[config.mk]
export PLATFORM = sky130hd
export DESIGN_NAME = fetch_sequencer_flat
export DESIGN_NICKNAME = d
export VERILOG_FILES = /design/src/rtl/fetch_sequencer_pkg.sv /design/src/rtl/fetch_sequencer_if.sv /design/src/rtl/fetch_sequencer_pc_next.sv /design/src/rtl/fetch_sequencer.sv /design/src/flat_wrapper.sv
export SDC_FILE = /design/constraint.sdc
export NUM_CORES = 1
export LEC_CHECK = 0
export BUFFER_PORTS_ARGS = -buffer_cell sky130_fd_sc_hd__buf_4
export CAP_MARGIN = 5
export CORE_UTILIZATION = 54
export DETAILED_ROUTE_END_ITERATION = 10
export GPL_ROUTABILITY_DRIVEN = 0
export HOLD_SLACK_MARGIN = 0.06
export PLACE_DENSITY = 0.79
export SLEW_MARGIN = 25
export SYNTH_ARGS = -nofsm -noshare
export SYNTH_HDL_FRONTEND = slang
export SYNTH_SLANG_ARGS = --single-unit
[constraint.sdc]
create_clock -name Clk -period 2.9 [get_ports Clk]
set_clock_uncertainty 0.15 [all_clocks]
set_input_delay 0.435 -clock Clk [delete_from_list [all_inputs] [get_ports Clk]]
set_output_delay 0.435 -clock Clk [all_outputs]
set_load 0.1 [all_outputs]
[src/rtl/fetch_sequencer_pkg.sv]
// Shared types and defaults for the instruction fetch sequencer.
// Optional retired-fetch counter is enabled by defining FETCH_PERF_EN.
package fetch_sequencer_pkg;

  typedef enum logic [1:0] {
    IDLE = 2'd0,
    RUN  = 2'd1,
    DONE = 2'd2
  } fetch_state_t;

  localparam int unsigned DEFAULT_A          = 12;
  localparam int unsigned DEFAULT_START_ADDR = 0;
  localparam int unsigned COUNT_W            = 32;

endpackage

[src/rtl/fetch_sequencer_if.sv]
// Control/ROM-address bundle between top-level control and the fetch sequencer.
// InstCount exists only when FETCH_PERF_EN is defined.
interface fetch_sequencer_if
  import fetch_sequencer_pkg::*;
#(
  parameter int unsigned A = DEFAULT_A
);

  logic           Start;
  logic           Stall;
  logic           BranchEn;
  logic           BranchRel;
  logic [A-1:0]   BranchTarget;
  logic           HaltReq;
  logic [A-1:0]   InstAddress;
  logic           InstValid;
  logic           Done;
`ifdef FETCH_PERF_EN
  logic [COUNT_W-1:0] InstCount;
`endif

  modport master (
    output Start,
    output Stall,
    output BranchEn,
    output BranchRel,
    output BranchTarget,
    output HaltReq,
    input  InstAddress,
    input  InstValid,
`ifdef FETCH_PERF_EN
    input  InstCount,
`endif
    input  Done
  );

  modport slave (
    input  Start,
    input  Stall,
    input  BranchEn,
    input  BranchRel,
    input  BranchTarget,
    input  HaltReq,
    output InstAddress,
    output InstValid,
`ifdef FETCH_PERF_EN
    output InstCount,
`endif
    output Done
  );

endinterface

[src/rtl/fetch_sequencer_pc_next.sv]
// Combinational next-PC selection: halt > stall > branch (abs/rel) > increment, all mod 2**A.
module fetch_sequencer_pc_next #(
  parameter int unsigned A = 12
) (
  input  logic [A-1:0] pc,
  input  logic         halt,
  input  logic         stall,
  input  logic         branch_en,
  input  logic         branch_rel,
  input  logic [A-1:0] branch_target,
  output logic [A-1:0] next_pc_c,
  output logic         advance_c
);

  // Relative offset is two's complement, so a plain A-bit add gives the signed wrap.
  always_comb begin
    next_pc_c = pc;
    advance_c = 1'b0;
    if (!halt && !stall) begin
      advance_c = 1'b1;
      if (branch_en) begin
        if (branch_rel) begin
          next_pc_c = pc + branch_target;
        end else begin
          next_pc_c = branch_target;
        end
      end else begin
        next_pc_c = pc + A'(1);
      end
    end
  end

endmodule

[src/rtl/fetch_sequencer.sv]
// Program-counter controller driving the instruction ROM address from a Start/Done handshake.
// Define FETCH_PERF_EN to add the saturating retired-fetch counter (InstCount).
module fetch_sequencer
  import fetch_sequencer_pkg::*;
#(
  parameter int unsigned A          = DEFAULT_A,
  parameter int unsigned START_ADDR = DEFAULT_START_ADDR
) (
  input  logic              Clk,
  input  logic              Reset,
  fetch_sequencer_if.slave  bus
);

  localparam logic [1:0]   S_IDLE   = IDLE;
  localparam logic [1:0]   S_RUN    = RUN;
  localparam logic [1:0]   S_DONE   = DONE;
  localparam logic [A-1:0] PC_START = A'(START_ADDR);

  logic [1:0]   state_q, state_d;
  logic [A-1:0] pc_q, pc_d;
  logic         valid_q, valid_d;
  logic         done_q, done_d;
  logic [A-1:0] next_pc_c;
  logic         advance_c;
`ifdef FETCH_PERF_EN
  logic [COUNT_W-1:0] count_q, count_d;
`endif

  fetch_sequencer_pc_next #(
    .A (A)
  ) u_pc_next (
    .pc            (pc_q),
    .halt          (bus.HaltReq),
    .stall         (bus.Stall),
    .branch_en     (bus.BranchEn),
    .branch_rel    (bus.BranchRel),
    .branch_target (bus.BranchTarget),
    .next_pc_c     (next_pc_c),
    .advance_c     (advance_c)
  );

  // Next-state, PC and status; datapath controls only matter while running.
  always_comb begin
    state_d = state_q;
    pc_d    = pc_q;
    valid_d = valid_q;
    done_d  = done_q;
`ifdef FETCH_PERF_EN
    count_d = count_q;
`endif
    case (state_q)
      S_IDLE, S_DONE: begin
        if (bus.Start) begin
          state_d = S_RUN;
          pc_d    = PC_START;
          valid_d = 1'b1;
          done_d  = 1'b0;
`ifdef FETCH_PERF_EN
          count_d = '0;
`endif
        end
      end
      S_RUN: begin
        pc_d = next_pc_c;
        if (bus.HaltReq) begin
          state_d = S_DONE;
          valid_d = 1'b0;
          done_d  = 1'b1;
        end
`ifdef FETCH_PERF_EN
        if (advance_c && (count_q != '1)) begin
          count_d = count_q + COUNT_W'(1);
        end
`endif
      end
      default: begin
        state_d = S_IDLE;
        pc_d    = PC_START;
        valid_d = 1'b0;
        done_d  = 1'b0;
      end
    endcase
  end

  always_ff @(posedge Clk or posedge Reset) begin
    if (Reset) begin
      state_q <= S_IDLE;
      pc_q    <= PC_START;
      valid_q <= 1'b0;
      done_q  <= 1'b0;
    end else begin
      state_q <= state_d;
      pc_q    <= pc_d;
      valid_q <= valid_d;
      done_q  <= done_d;
    end
  end

`ifdef FETCH_PERF_EN
  always_ff @(posedge Clk or posedge Reset) begin
    if (Reset) begin
      count_q <= '0;
    end else begin
      count_q <= count_d;
    end
  end

  assign bus.InstCount = count_q;
`endif

  assign bus.InstAddress = pc_q;
  assign bus.InstValid   = valid_q;
  assign bus.Done        = done_q;

endmodule
[src/flat_wrapper.sv]
// flat-port wrapper written by rule: the top's interface ports become plain ports
module fetch_sequencer_flat import fetch_sequencer_pkg::*;
#(
  parameter int unsigned A          = DEFAULT_A,
  parameter int unsigned START_ADDR = DEFAULT_START_ADDR
)
  (Clk, Reset, bus_Start, bus_Stall, bus_BranchEn, bus_BranchRel, bus_BranchTarget, bus_HaltReq, bus_InstAddress, bus_InstValid, bus_Done);
  fetch_sequencer_if #(.A(A)) bus_i ();
  input  logic Clk;
  input  logic Reset;
  input wire logic [$bits(bus_i.Start)-1:0] bus_Start;
  input wire logic [$bits(bus_i.Stall)-1:0] bus_Stall;
  input wire logic [$bits(bus_i.BranchEn)-1:0] bus_BranchEn;
  input wire logic [$bits(bus_i.BranchRel)-1:0] bus_BranchRel;
  input wire logic [$bits(bus_i.BranchTarget)-1:0] bus_BranchTarget;
  input wire logic [$bits(bus_i.HaltReq)-1:0] bus_HaltReq;
  output wire logic [$bits(bus_i.InstAddress)-1:0] bus_InstAddress;
  output wire logic [$bits(bus_i.InstValid)-1:0] bus_InstValid;
  output wire logic [$bits(bus_i.Done)-1:0] bus_Done;
  assign bus_i.Start = bus_Start;
  assign bus_i.Stall = bus_Stall;
  assign bus_i.BranchEn = bus_BranchEn;
  assign bus_i.BranchRel = bus_BranchRel;
  assign bus_i.BranchTarget = bus_BranchTarget;
  assign bus_i.HaltReq = bus_HaltReq;
  assign bus_InstAddress = bus_i.InstAddress;
  assign bus_InstValid = bus_i.InstValid;
  assign bus_Done = bus_i.Done;
  fetch_sequencer #(.A(A), .START_ADDR(START_ADDR)) u_core (.Clk(Clk), .Reset(Reset), .bus(bus_i));
endmodule
=== Yosys cells after proc, flatten, opt, wreduce, memory -nomap -nowiden ===
Cells that the tools add are included.
Widths: inputs -> output; s select.

* Flip-flop bits (word level): 16
* Bits in latches: 0
* RAM bits: 0
* Memory bits (read-only): 0
* Input bits: 19
* Output and inout bits: 14
* Logic and storage cells: 32
* Memories kept: 0

* Add/sub/neg operators: 2
* $mul: 0
* Div/mod/pow operators: 0
* $lt $le $gt $ge: 0
* Equal/unequal tests: 5
* Shift-type cells: 0
* Mux-type cells: 14
* Bitwise operators: 0
* Reductions and logical operators: 7

{| class="wikitable"
|+ Operator list
! operator !! number
|-
| $mux 12 || 4
|-
| $pmux 12 s2 || 1
|-
| $add 12x1->12 const B || 1
|-
| $add 12x12->12 || 1
|-
| $ne 2x2->1 const B || 3
|-
| $mux 1 || 4
|-
| $mux 2 || 2
|-
| $pmux 1 s2 || 2
|-
| $pmux 2 s2 || 1
|-
| $reduce_and 2->1 || 2
|-
| $eq 2x1->1 const B || 1
|-
| $eq 2x2->1 const B || 1
|-
| $logic_not 1->1 || 2
|-
| $logic_not 2->1 || 1
|-
| $reduce_or 2->1 || 1
|-
| $logic_and 1x1->1 || 1
|}

=== Depth between registers and ports, before layout ===
* Word-level depth: 5
* Mapped depth: 9
* Depth with buffers taken out: 9

=== Cells and area by module ===
A second synthesis with hierarchy kept.

* Cell total of the unflattened synthesis: 227
* Area, all modules: 1769.2 µm²

{| class="wikitable"
|+ By module, submodules not included
! module !! instances !! cells each !! area each (µm²) !! sequential area each (µm²)
|-
| fetch_sequencer_pc_next || 1 || 186 || 1202.4 || 0.0
|-
| fetch_sequencer || 1 || 41 || 566.8 || 350.3
|}

=== Worst setup path before layout ===
No wires, ideal clock.

* Path kind: reg-to-reg
* Start point: register u_core.pc_q[0] (netlist: u_core.bus.InstAddress[0])
* End point: register u_core.pc_q[10] (netlist: u_core.bus.InstAddress[10])
* Library setup time: 0.122 ns
* Arrival: 2.742 ns
* Data required time: 2.628 ns
* Setup slack: -0.114 ns
* Stages on the path, launching flop included: 10
* Buffers on the path: 0
* Clock period less this slack: 3.014 ns
* Cell sequence: dfrtp_1 ha_1 fa_1 a21o_1 a21oi_1 o21ai_1 a221oi_2 xor2_1 o21ai_0 a22o_1

* Word-level cells in the longest chain between the ends: 5
* Elaborated cells between the ends (all ways): 6
* Classes of those cells: 2 x add/sub; 4 x mux

{| class="wikitable"
|+ RTL lines
! what !! RTL line !! text
|-
| from (decl) || fetch_sequencer.sv:20 || <nowiki>logic [A-1:0] pc_q, pc_d;</nowiki>
|-
| from (signal assigned) || fetch_sequencer.sv:93 || <nowiki>pc_q <= pc_d;</nowiki>
|-
| $add 12x12->12 || fetch_sequencer_pc_next.sv:23 || <nowiki>next_pc_c = pc + branch_target;</nowiki>
|-
| $mux 12 || fetch_sequencer_pc_next.sv:22 || <nowiki>if (branch_rel) begin</nowiki>
|-
| $mux 12 (*) || fetch_sequencer_pc_next.sv:21 || <nowiki>if (branch_en) begin</nowiki>
|-
| $mux 12 (*) || fetch_sequencer_pc_next.sv:19 || <nowiki>if (!halt && !stall) begin</nowiki>
|-
| $pmux 12 s2 (*) || fetch_sequencer.sv:51 || <nowiki>case (state_q)</nowiki>
|}

Mark *: on every way between the ends. The rest lies on a longest branch, timed or not. The select of a mux whose other input is x is not followed.
A chain may end at the register's enable or synchronous reset.

=== Worst setup path in the final report ===
Same ends and word-level chain as after synthesis.

==> impl_metrics.toml <==
[outcome]
outcome = "completed"

[power_and_ir_drop]
clockPowerShare_pct = 14.0
pwr_density_cell_mw_per_mm2 = 509
ir_drop_uv = 510
p_comb_share_pct = 55.3
power_leakage_nw = 0.878
p_sw_share_pct = 50.4
intPower_mw = 0.446
p_switching_mw = 0.452
p_seq_share_pct = 30.7

[timing]
slew_viol_final = 0
setup_tns_ps = 0
hold_violations = 0
fin_crit_ps = 2700
relSlewSlack_pct = 60.4
fin_crit_sh_pct = 93.0
finalWorstSetupSlack_ps = 203
max_freq_mhz = 371
tightest_slew_ps = 590
grt_setup_unrepaired = "false"
worst_hold_slack_ps = 54.6
setup_violations = 0

[finish]
n_fill_cell = 207
regArea_um2 = 377
syn2layout_area_growth_pct = 21.6
layout.nets = 250
layout_common_cells = "35 x buf_4, 20 x o21ai_0, 18 x a21oi_1, 16 x nand2_1, 14 x dfrtp_1"
multi_input_area_mm2 = 0.00103
drive_gt1_share_pct = 20.7
antennaDiodeCount = 0
final_common_cell = "buf_4"

[synthesis]
yosys-top-cells-area = "dfrtp_1 26%, ha_1 10%, o21ai_0 6.9%, a21oi_1 6.2%, xnor2_1 6.0%"
synth.distinct_cells = 41
synth.area.mux_share_pct = 4.23
synth-adder-area-share_pct = 11.7
ys_seq_area_share_pct = 25.9
synth_top_family_by_area = "compound AO/OA/AOI/OAI gates"
synth_xor_area_share_pct = 8.46
syn_inst = 182
netlist.area_leader.share_pct = 25.9
yosys_register_bits = 15
synth_fp_nets = 214
yosys.area_share.simple_pct = 19.0
post-synth-top-area-cell = "dfrtp_1"
yosysWarningCount = 0
netlist_area_mm2 = 0.00145
synth_compound_area_share_pct = 27.6
syn_area_per_cell_um2 = 7.97

[setup_path]
crit_end = "u_core.bus.InstAddress[10]"
rrSetupSlack_ps = 200
cp.arrival_ps = 2720
ff2ff_path_depth = 9
path_cells = "ha_1 > fa_1 > a21o_1 > a21oi_1 > o21ai_1 > a221oi_2 > xor2_1 > o21ai_0 > a22o_1"
worstReg2RegEnd = "u_core.bus.InstAddress[10]"
critPathRequiredTime_ps = 2930
start_kind = "flop"
slowest_stage = "dfrtp_2"
end_kind = "flop"
r2r_start = "u_core.bus.InstAddress[0]"
critPathLaunch = "u_core.bus.InstAddress[0]"
critPathMaxFanout = 6
criticalPathCategory = "reg -> reg"
max_stage_delay_ps = 450

[cts]
cts_sinks = 15
cts_hold_buf = 0
tritoncts = "done"
cts_buffer_depth = 2
root_buffer = "clkbuf_4"
cts_buffers = 3
clkTransAtPathRegs_ps = 100
cts_setup_buffers = 0
htreeDepth = 1
cts_resized = 0
clock_latency_ps = 280

[routing]
drc = 0
vias_per_cell = 6.09
drtIter0Drc = 64
routedWlPerCell_um = 15.5
antenna_left = 0
wirelength_um = 3830
dr_total_vias = 1505
first_pass_iters = 4

[global_routing]
track_usage_pct = 29.1
grt_pass1_vias = 1302
busiest_layer = "met2"
use_met2_pct = 46.7
grt_pass1_wl_um = 6000
antenna_found_initial = 0
grt_max_degree = 26
overflow = 0
use_met3_pct = 3.11
use_met1_pct = 42.0

[floorplanning]
start_util_pct = 58.0
pin_count = 33
placement_rows = 18
core_area_mm2 = 0.00250
die-area_mm2 = 0.00290
die_w_um = 53.8
die_height_um = 53.8

[placement]
dpl_worst_slack_ps = 158
port_buffers = 32
dp.final_hpwl_um = 2990

[min_path]
min_path_type = "in -> async"

[job]
drv_cap = 0
==> cell usage after synthesis, drive strengths merged <==
library cell and instances:
a32oi 1, xor2 4, a21oi 18, mux2i 5, o21bai 1, o32a 1, a21boi 2, nor2 13
a31oi 3, nand2 17, clkbuf 3, dfrtp 15, nand3 8, and2 2, a211oi 1, o21ai 23
o221ai 1, nor3b 1, a21o 7, nor2b 3, a221oi 1, a311o 1, nand4 1, ha 12
nor3 4, inv 8, o22ai 2, fa 1, or3 1, xnor2 10, o211a 1, nand2b 5
a31o 1, a22o 1, mux2 1, and3 2, buf 1
==> critical path: cells and delay by family, from the launching register on <==
kind | cells | cell delay [ps]
compound gates | 6 | 1160
xor+xnor | 1 | 170
fa+ha+maj | 2 | 670
flops | 1 | 450
==> how the worst min path moves through the flow <==
stage                                     from                   endpoint  cells after the start
final                                    Reset  u_core.bus.InstAddress[1]                      2
after global placement    u_core.bus.InstValid       u_core.bus.InstValid                      2
after floorplan                          Reset            u_core.bus.Done                      1
after global routing                     Reset  u_core.bus.InstAddress[3]                      2
after CTS                                Reset  u_core.bus.InstAddress[2]                      2
after detailed placement  u_core.bus.InstValid       u_core.bus.InstValid                      2
==> sequential cells by signal, indices dropped and copies added, names as in the netlist <==
signal and cells:
u_core.bus.Done 1, u_core.bus.InstAddress 12, u_core.bus.InstValid 1, u_core.state_q 1
==> cell families (layout without fill, tap and decap cells) <==
group / count (synthesis) / after routing
xor gates and xnor gates: 14 / 14
adders and majority gates: 13 / 13
buffers and inverters: 12 / 47
AOI/OAI and AO/OA: 65 / 65
DFF: 15 / 15
muxes: 6 / 6
and+or+nand+nor: 57 / 57
==> routing by layer <==
layer / vias up / part of all wire [%]
met5: - / 0
met4: 0 / 0.97
met3: 6 / 6.8
met2: 75 / 48
met1: 691 / 44
li1: 733 / -
==> power by group through the flow <==
stage               logic [mW]  clock network, mW  registers [mW]
floorplan                0.193                  0           0.449
global placement         0.480                  0           0.275
detailed placement       0.493                  0           0.279
CTS                      0.496              0.123           0.275
global route             0.531              0.137           0.280
finish                   0.497              0.126           0.276
==> layout make-up <==
class	count	share of cell area [%]
sequential	15	21.4
clock buffer	4	1.49
multi-input combinational	155	58.4
inverter	8	1.70
timing repair buffer	35	14.9
tap	30	2.13
==> stage by stage <==
step	utilization (%)	power [mW]	area, um^2	instances
after floorplan	-	0.642	1450	182
after global placement	69.5	0.755	1740	243
after detailed placement	69.5	0.772	1740	243
after CTS	70.5	0.893	1760	247
after global routing	70.5	0.948	1760	247
final	70.5	0.898	1760	247
(Power assumes the default switching activity.)
